### src/rtl/cpu_defs_pkg.sv
// Shared definitions for the shift-instruction control path: sequencer states,
// shift opcodes, IR field positions and small decode helpers.
package cpu_defs_pkg;

  typedef enum logic [2:0] {
    ST_IDLE = 3'd0,
    ST_T0   = 3'd1,
    ST_T1   = 3'd2,
    ST_T2   = 3'd3,
    ST_T3   = 3'd4,
    ST_T4   = 3'd5,
    ST_T5   = 3'd6
  } state_t;

  localparam logic [4:0] OP_SHR  = 5'b00101;
  localparam logic [4:0] OP_SHRA = 5'b00110;
  localparam logic [4:0] OP_SHL  = 5'b00111;
  localparam logic [4:0] OP_ROR  = 5'b01000;
  localparam logic [4:0] OP_ROL  = 5'b01001;

  localparam logic [3:0] MEM_TIMEOUT = 4'd8;

  localparam int unsigned OPC_LSB = 27;
  localparam int unsigned RA_LSB  = 23;
  localparam int unsigned RB_LSB  = 19;
  localparam int unsigned RC_LSB  = 15;

  function automatic logic [15:0] onehot16(input logic [3:0] idx);
    return 16'd1 << idx;
  endfunction

  function automatic logic is_shift_opc(input logic [4:0] opc);
    logic hit;
    case (opc)
      OP_SHR, OP_SHRA, OP_SHL, OP_ROR, OP_ROL: hit = 1'b1;
      default:                                 hit = 1'b0;
    endcase
    return hit;
  endfunction

endpackage

### src/rtl/ir_field_decoder.sv
// Splits the IR word into opcode and one-hot register selects, and flags
// whether the opcode belongs to the shift/rotate group.
module ir_field_decoder
  import cpu_defs_pkg::*;
(
  input  logic [31:0] i_ir,
  output logic [4:0]  o_opc,
  output logic [15:0] o_ra_oh,
  output logic [15:0] o_rb_oh,
  output logic [15:0] o_rc_oh,
  output logic        o_is_shift
);

  logic [3:0] w_ra;
  logic [3:0] w_rb;
  logic [3:0] w_rc;
  logic       w_unused_low;

  assign o_opc = i_ir[OPC_LSB +: 5];
  assign w_ra  = i_ir[RA_LSB +: 4];
  assign w_rb  = i_ir[RB_LSB +: 4];
  assign w_rc  = i_ir[RC_LSB +: 4];

  // Immediate/low bits carry nothing for register-register shifts.
  assign w_unused_low = ^i_ir[14:0];

  assign o_ra_oh    = onehot16(w_ra);
  assign o_rb_oh    = onehot16(w_rb);
  assign o_rc_oh    = onehot16(w_rc);
  assign o_is_shift = is_shift_opc(o_opc);

endmodule

### src/rtl/shift_control_unit.sv
// Fetch/execute sequencer for register-register shift and rotate instructions;
// drives the datapath control strobes from the current state and decoded IR.
module shift_control_unit
  import cpu_defs_pkg::*;
(
  input  logic        clk,
  input  logic        clr,
  input  logic        run,
  input  logic        mem_rdy,
  input  logic [31:0] ir_data,
  output logic        pc_out,
  output logic        mar_in,
  output logic        pc_increment,
  output logic        mdr_read,
  output logic        mdr_enable,
  output logic        mdr_out,
  output logic        ir_enable,
  output logic        y_enable,
  output logic        zlo_enable,
  output logic        zlo_out,
  output logic [15:0] r_enable,
  output logic [15:0] r_out,
  output logic [4:0]  op_code,
  output logic        done,
  output logic        illegal
);

  state_t      r_state;
  state_t      w_next_state;
  logic [3:0]  r_wait_cnt;
  logic [3:0]  w_next_wait;

  logic [4:0]  w_opc;
  logic [15:0] w_ra_oh;
  logic [15:0] w_rb_oh;
  logic [15:0] w_rc_oh;
  logic        w_is_shift;

  ir_field_decoder u_dec (
    .i_ir       (ir_data),
    .o_opc      (w_opc),
    .o_ra_oh    (w_ra_oh),
    .o_rb_oh    (w_rb_oh),
    .o_rc_oh    (w_rc_oh),
    .o_is_shift (w_is_shift)
  );

  always_ff @(posedge clk) begin
    if (!clr) begin
      r_state    <= ST_IDLE;
      r_wait_cnt <= 4'd0;
    end else begin
      r_state    <= w_next_state;
      r_wait_cnt <= w_next_wait;
    end
  end

  // The wait counter is only meaningful in T1; every other state clears it.
  always_comb begin
    w_next_state = r_state;
    w_next_wait  = 4'd0;
    pc_out       = 1'b0;
    mar_in       = 1'b0;
    pc_increment = 1'b0;
    mdr_read     = 1'b0;
    mdr_enable   = 1'b0;
    mdr_out      = 1'b0;
    ir_enable    = 1'b0;
    y_enable     = 1'b0;
    zlo_enable   = 1'b0;
    zlo_out      = 1'b0;
    r_enable     = 16'd0;
    r_out        = 16'd0;
    op_code      = 5'd0;
    done         = 1'b0;
    illegal      = 1'b0;
    case (r_state)
      ST_IDLE: begin
        if (run) begin
          w_next_state = ST_T0;
        end else begin
          w_next_state = ST_IDLE;
        end
      end
      ST_T0: begin
        pc_out       = 1'b1;
        mar_in       = 1'b1;
        pc_increment = 1'b1;
        w_next_state = ST_T1;
      end
      ST_T1: begin
        mdr_read   = 1'b1;
        mdr_enable = mem_rdy;
        if (mem_rdy) begin
          w_next_state = ST_T2;
        end else if (r_wait_cnt == (MEM_TIMEOUT - 4'd1)) begin
          illegal      = 1'b1;
          w_next_state = ST_IDLE;
        end else begin
          w_next_wait  = r_wait_cnt + 4'd1;
          w_next_state = ST_T1;
        end
      end
      ST_T2: begin
        mdr_out      = 1'b1;
        ir_enable    = 1'b1;
        w_next_state = ST_T3;
      end
      ST_T3: begin
        if (w_is_shift) begin
          r_out        = w_rb_oh;
          y_enable     = 1'b1;
          w_next_state = ST_T4;
        end else begin
          illegal      = 1'b1;
          w_next_state = run ? ST_T0 : ST_IDLE;
        end
      end
      ST_T4: begin
        r_out        = w_rc_oh;
        op_code      = w_opc;
        zlo_enable   = 1'b1;
        w_next_state = ST_T5;
      end
      ST_T5: begin
        zlo_out      = 1'b1;
        r_enable     = w_ra_oh;
        op_code      = w_opc;
        done         = 1'b1;
        w_next_state = run ? ST_T0 : ST_IDLE;
      end
      default: begin
        w_next_state = ST_IDLE;
      end
    endcase
  end

endmodule

### config.mk
export PLATFORM = sky130hd
export DESIGN_NAME = shift_control_unit
export DESIGN_NICKNAME = d
export VERILOG_FILES = /design/src/rtl/cpu_defs_pkg.sv /design/src/rtl/ir_field_decoder.sv /design/src/rtl/shift_control_unit.sv
export SDC_FILE = /design/constraint.sdc
export NUM_CORES = 1
export LEC_CHECK = 0
export BUFFER_PORTS_ARGS = -buffer_cell sky130_fd_sc_hd__buf_2
export CORE_UTILIZATION = 39
export DETAILED_ROUTE_END_ITERATION = 10
export GPL_TIMING_DRIVEN = 0
export PLACE_DENSITY_LB_ADDON = 0.08
export SYNTH_ARGS = -nofsm -noshare
export SYNTH_HDL_FRONTEND = slang
export SYNTH_SLANG_ARGS = --single-unit
export TNS_END_PERCENT = 100
### constraint.sdc
create_clock -name clk -period 4.2 [get_ports clk]
set_clock_uncertainty 0.1 [all_clocks]
set_input_delay 0.63 -clock clk [delete_from_list [all_inputs] [get_ports clk]]
set_output_delay 0.63 -clock clk [all_outputs]
set_load 0.02 [all_outputs]
# Word level (Yosys, flattened, before mapping)
# Index checks and enable logic that the tools add are counted.
# totals
in_bits,36
register_bits,7
# classes
shift,3
n_reduce_logical,5
n_addsub,1
eq_ne,12
n_mux,22
bitwise,2
# ops
operator,n
<< shifter 1 x 4 -> 16 bit (first input constant),3
two-way mux 16 bit,2
one-hot mux 16 bit (2 select lines),1
one-hot mux 3 bit (6 select lines),1
== test 5 x 3 -> 1 bit (second input constant),3
two-way mux 1 bit,13
== test 5 x 4 -> 1 bit (second input constant),2
== test 3 bit (second input constant),3
== test 3 x 2 -> 1 bit (second input constant),2
two-way mux 5 bit,1
OR reduction 5 bit,1
adder 4 x 1 -> 4 bit (second input constant),1
== test 4 x 3 -> 1 bit (second input constant),1
two-way mux 2 bit,2
OR reduction 2 bit,2
OR reduction 4 bit,1
== test 3 x 1 -> 1 bit (second input constant),1
zero test 3 bit,1
two-way mux 3 bit,1
NOT 1 bit,2
one-hot mux 1 bit (2 select lines),1

# Longest topological paths before layout
# depth
depth_word,5
ltp_mapped,5
depth_no_buf,4

# Hierarchy
# Synthesis repeated with hierarchy kept, for this count alone.
# unflattened
hier_cells,166
area_unflattened_um2,1114.8
# modules_own_cells
mod,n_inst,seq_area_each_um2,cells_each,area_per_inst_um2
shift_control_unit,1,140.1,91,747.0
ir_field_decoder,1,0.0,75,367.9

# Worst setup path after synthesis
# No wires, ideal clock.
# synth_path
path_type,reg2out
startpoint,reg r_state[2]
endpoint,out r_enable[8]
arrival_time_ns,1.810
t_required_ns,3.470
slack_ns,1.660
path_stages_with_launch,6
n_path_buf,1
cell_sequence,dfxtp_1 > clkbuf_1 > nand2_1 > nor2_1 > nand3b_1 > nor3_1
# synth_via
elab_chain_len,2
# synth_lines
element,line_no,text
from (decl),shift_control_unit.sv:28,state_t r_state;
from (signal assigned),shift_control_unit.sv:53,r_state <= w_next_state;
== test 3 bit,shift_control_unit.sv:77,case (r_state)
two-way mux 16 bit,shift_control_unit.sv:77,
to (decl),shift_control_unit.sv:21,"output logic [15:0] r_enable,"
# Every way passes these cells.

# Worst setup path in the final report
# Ends and elaborated chain as after synthesis.

==> impl_metrics.env <==
export IMPL_status="finished clean"
export IMPL_cts_root_buf="clkbuf_4"
export IMPL_synth_seq_cells=7
export IMPL_cp_cell_sequence="clkbuf_1, nand2_1, nor2_1, nand3b_1, nor3_1, buf_2"
export IMPL_grt_pass1_vias=1010
export IMPL_crit_required_ns=3.47
export IMPL_p_int_w=0.0001310
export IMPL_wl_met3_um=184
export IMPL_coreArea_sq_mm=0.002022
export IMPL_final_cells=225
export IMPL_highest_layer="met4"
export IMPL_cts_tree="done"
export IMPL_drv_slew=0
export IMPL_met2WireLength_um=1240
export IMPL_die_area_sq_mm=0.002429
export IMPL_max_cap_viol_count=0
export IMPL_most_common_layout_cells="buf_2 (70), nor2_1 (24), o22ai_1 (12)"
export IMPL_die_width_um=49.29
export IMPL_clkLatencyLatePin_ns=0.25
export IMPL_fillers=210
export IMPL_synth_edf_count=0
export IMPL_wl_um=2516
export IMPL_crit_type="register to output port"
export IMPL_switching_share_pct=32.75
export IMPL_wl_met1_um=1073
export IMPL_ir_drop_uv=179.3
export IMPL_finalWorstPathRequiredPeriod_ns=2.580
export IMPL_powerDensity_mw_per_mm2=152.5
export IMPL_synth_area_leaders="dfxtp_1 (16%), nor2_1 (10%), o22ai_1 (8.6%)"
export IMPL_cts_buffers_inserted=3
export IMPL_syn_nets=162
export IMPL_io_pins=85
export IMPL_postSynthCellCount=125
export IMPL_h_tree_depth=1
export IMPL_cp_start_kind="register"
export IMPL_r2r_slack_ns=2.68
export IMPL_ant_nets=0
export IMPL_final_nets=236
export IMPL_slowest_delay_ns=0.39
export IMPL_cp_max_fo=10
export IMPL_async_reset_ff_share_pct=0
export IMPL_grt_pass1_wl_um=4195
export IMPL_power_share_sequential_pct=36.6
export IMPL_ctsResizeCount=0
export IMPL_dr_pass1_iters=4
export IMPL_setup_viol=0
export IMPL_fin_crit_sh_pct=61.44
export IMPL_synthesis_area_sq_um=872.1
export IMPL_worst_slew_pin_slew_ns=0.3048
export IMPL_synthFlopType="dfxtp_1"
export IMPL_post_cts_buffers=0
export IMPL_switchingPower_w=0.00006380
export IMPL_synth_distinct_cells=39
export IMPL_yosys_warnings=0
export IMPL_rsz0062_at_grt="no"
export IMPL_hold_viol_final=0
export IMPL_syn_avg_cell_area_sq_um=6.977
export IMPL_clk_path_buf_depth=2
export IMPL_antenna_found_initial=0
export IMPL_hp_class="register to register"
export IMPL_overflow=0
export IMPL_yosysSeqAreaShare_pct=16.07
export IMPL_path_clk_slew_ns=0.05
export IMPL_hold_slack_ns=0.3402
export IMPL_vias_per_cell=5.191
export IMPL_start_util_pct=43.13
export IMPL_area_growth_pct=46.49
export IMPL_dp_hpwl_um=2087
export IMPL_gp_congestion=0.8023
export IMPL_grt_max_degree=11
export IMPL_leakagePower_nw=0.6918
export IMPL_vias=1168
export IMPL_cp_arrival_ns=1.85
export IMPL_final_common_cell="buf_2"
export IMPL_wl_per_cell_um=11.18
export IMPL_io_buffers=69
export IMPL_placed_cells=221
export IMPL_synth_top_area_share_pct=16.07
export IMPL_worstPathBufferInverterCount=2
export IMPL_ctsHoldBuffers=0
export IMPL_drive_gt1_share_pct=44.95
export IMPL_row_count=16
export IMPL_endpoint_kind="output port"
export IMPL_path_delay_family="simple AND/OR/NAND/NOR gates"
export IMPL_diodes=0
export IMPL_p_clk_share_pct=30.9
export IMPL_die_h_um=49.29
export IMPL_grt_total_usage_pct=21.05
export IMPL_drc_errors=0
export IMPL_critPathSlowestCell="dfxtp_1"
export IMPL_yosysTopAreaCell="dfxtp_1"
export IMPL_cts_sinks=7
export IMPL_drt_iter0_markers=39
export IMPL_final_setup_tns_ns=0
export IMPL_combPwrFrac_pct=32.4
export IMPL_slew_headroom_pct=79.68
export IMPL_fmax_mhz=387.5
[area by class of cell]
type / count / area (sq um) / share of cell area (%)
multi-input combinational: 109 / 681.9 / 53.38
timing repair buffer: 69 / 345.3 / 27.03
sequential: 7 / 140.1 / 10.97
buffer: 6 / 38.79 / 3.036
tap: 27 / 33.78 / 2.644
clock buffer: 4 / 26.28 / 2.057
inverter: 3 / 11.26 / 0.8815
[worst paths after layout]
| path | from | end | cells after the start |
|---|---|---|---|
| worst min register to register | r_wait_cnt[0] | r_wait_cnt[0] | 1 |
| worst max register to register | r_state[2] | r_state[2] | 5 |
| worst max-delay path | r_state[2] | r_enable[8] | 6 |
| worst min-delay path | r_wait_cnt[0] | r_wait_cnt[0] | 1 |
[synthesized netlist by cell type (2+ instances only)]
cell / instances
o22ai_1: 12
o22ai_2: 2
and3_1: 6
nor3_1: 7
or2_2: 2
o21ai_0: 2
nand2b_1: 10
a21boi_0: 2
nand2_1: 9
nand4b_1: 2
nor2_1: 24
nand3_1: 3
or3_1: 2
and2_1: 2
nand3b_1: 4
buf_4: 4
xor2_1: 2
inv_1: 3
dfxtp_1: 7
[metrics by stage]
stage          worst slack [ns]  cell area (sq um)  util (%)  total power [W]
2_1_floorplan             1.660              872.1         -        0.0001094
6_report                  1.620               1277     63.18        0.0001948
3_3_place_gp              1.686               1251     61.88        0.0001338
5_1_grt                   1.379               1277     63.18        0.0002070
3_5_place_dp              1.651               1251     61.88        0.0001357
4_1_cts                   1.590               1277     63.18        0.0001970
[metal layers]
layer / global-route usage [%] / vias to the layer above
met3: 1.558 / 2
met2: 39.27 / 55
li1: - / 595
met4: 5.882 / 0
met5: 0 / -
met1: 25.23 / 516
[power by group through the flow]
stage	Clock [W]	Combinational (W)	Sequential (W)
global route	0.0000657	0.0000696	0.0000717
finish	0.0000603	0.0000632	0.0000714
global placement	0	0.0000611	0.0000726
CTS	0.0000625	0.0000631	0.0000714
detailed placement	0	0.0000629	0.0000728
floorplan	0	0.0000373	0.0000721
[sequential cells by signal (all words and copies together) (netlist names)]
signal      cells
r_state         3
r_wait_cnt      4
[logic make-up after synthesis]
| family | count (synthesis) | synth area share, % |
|---|---|---|
| compound gates | 23 | 19.23 |
| buf+inv | 9 | 5.738 |
| simple gates | 82 | 54.52 |
| xor+xnor | 3 | 3.013 |
| flops | 7 | 16.07 |
| fa+ha+maj | 1 | 1.434 |
(Power assumes the default switching activity.)
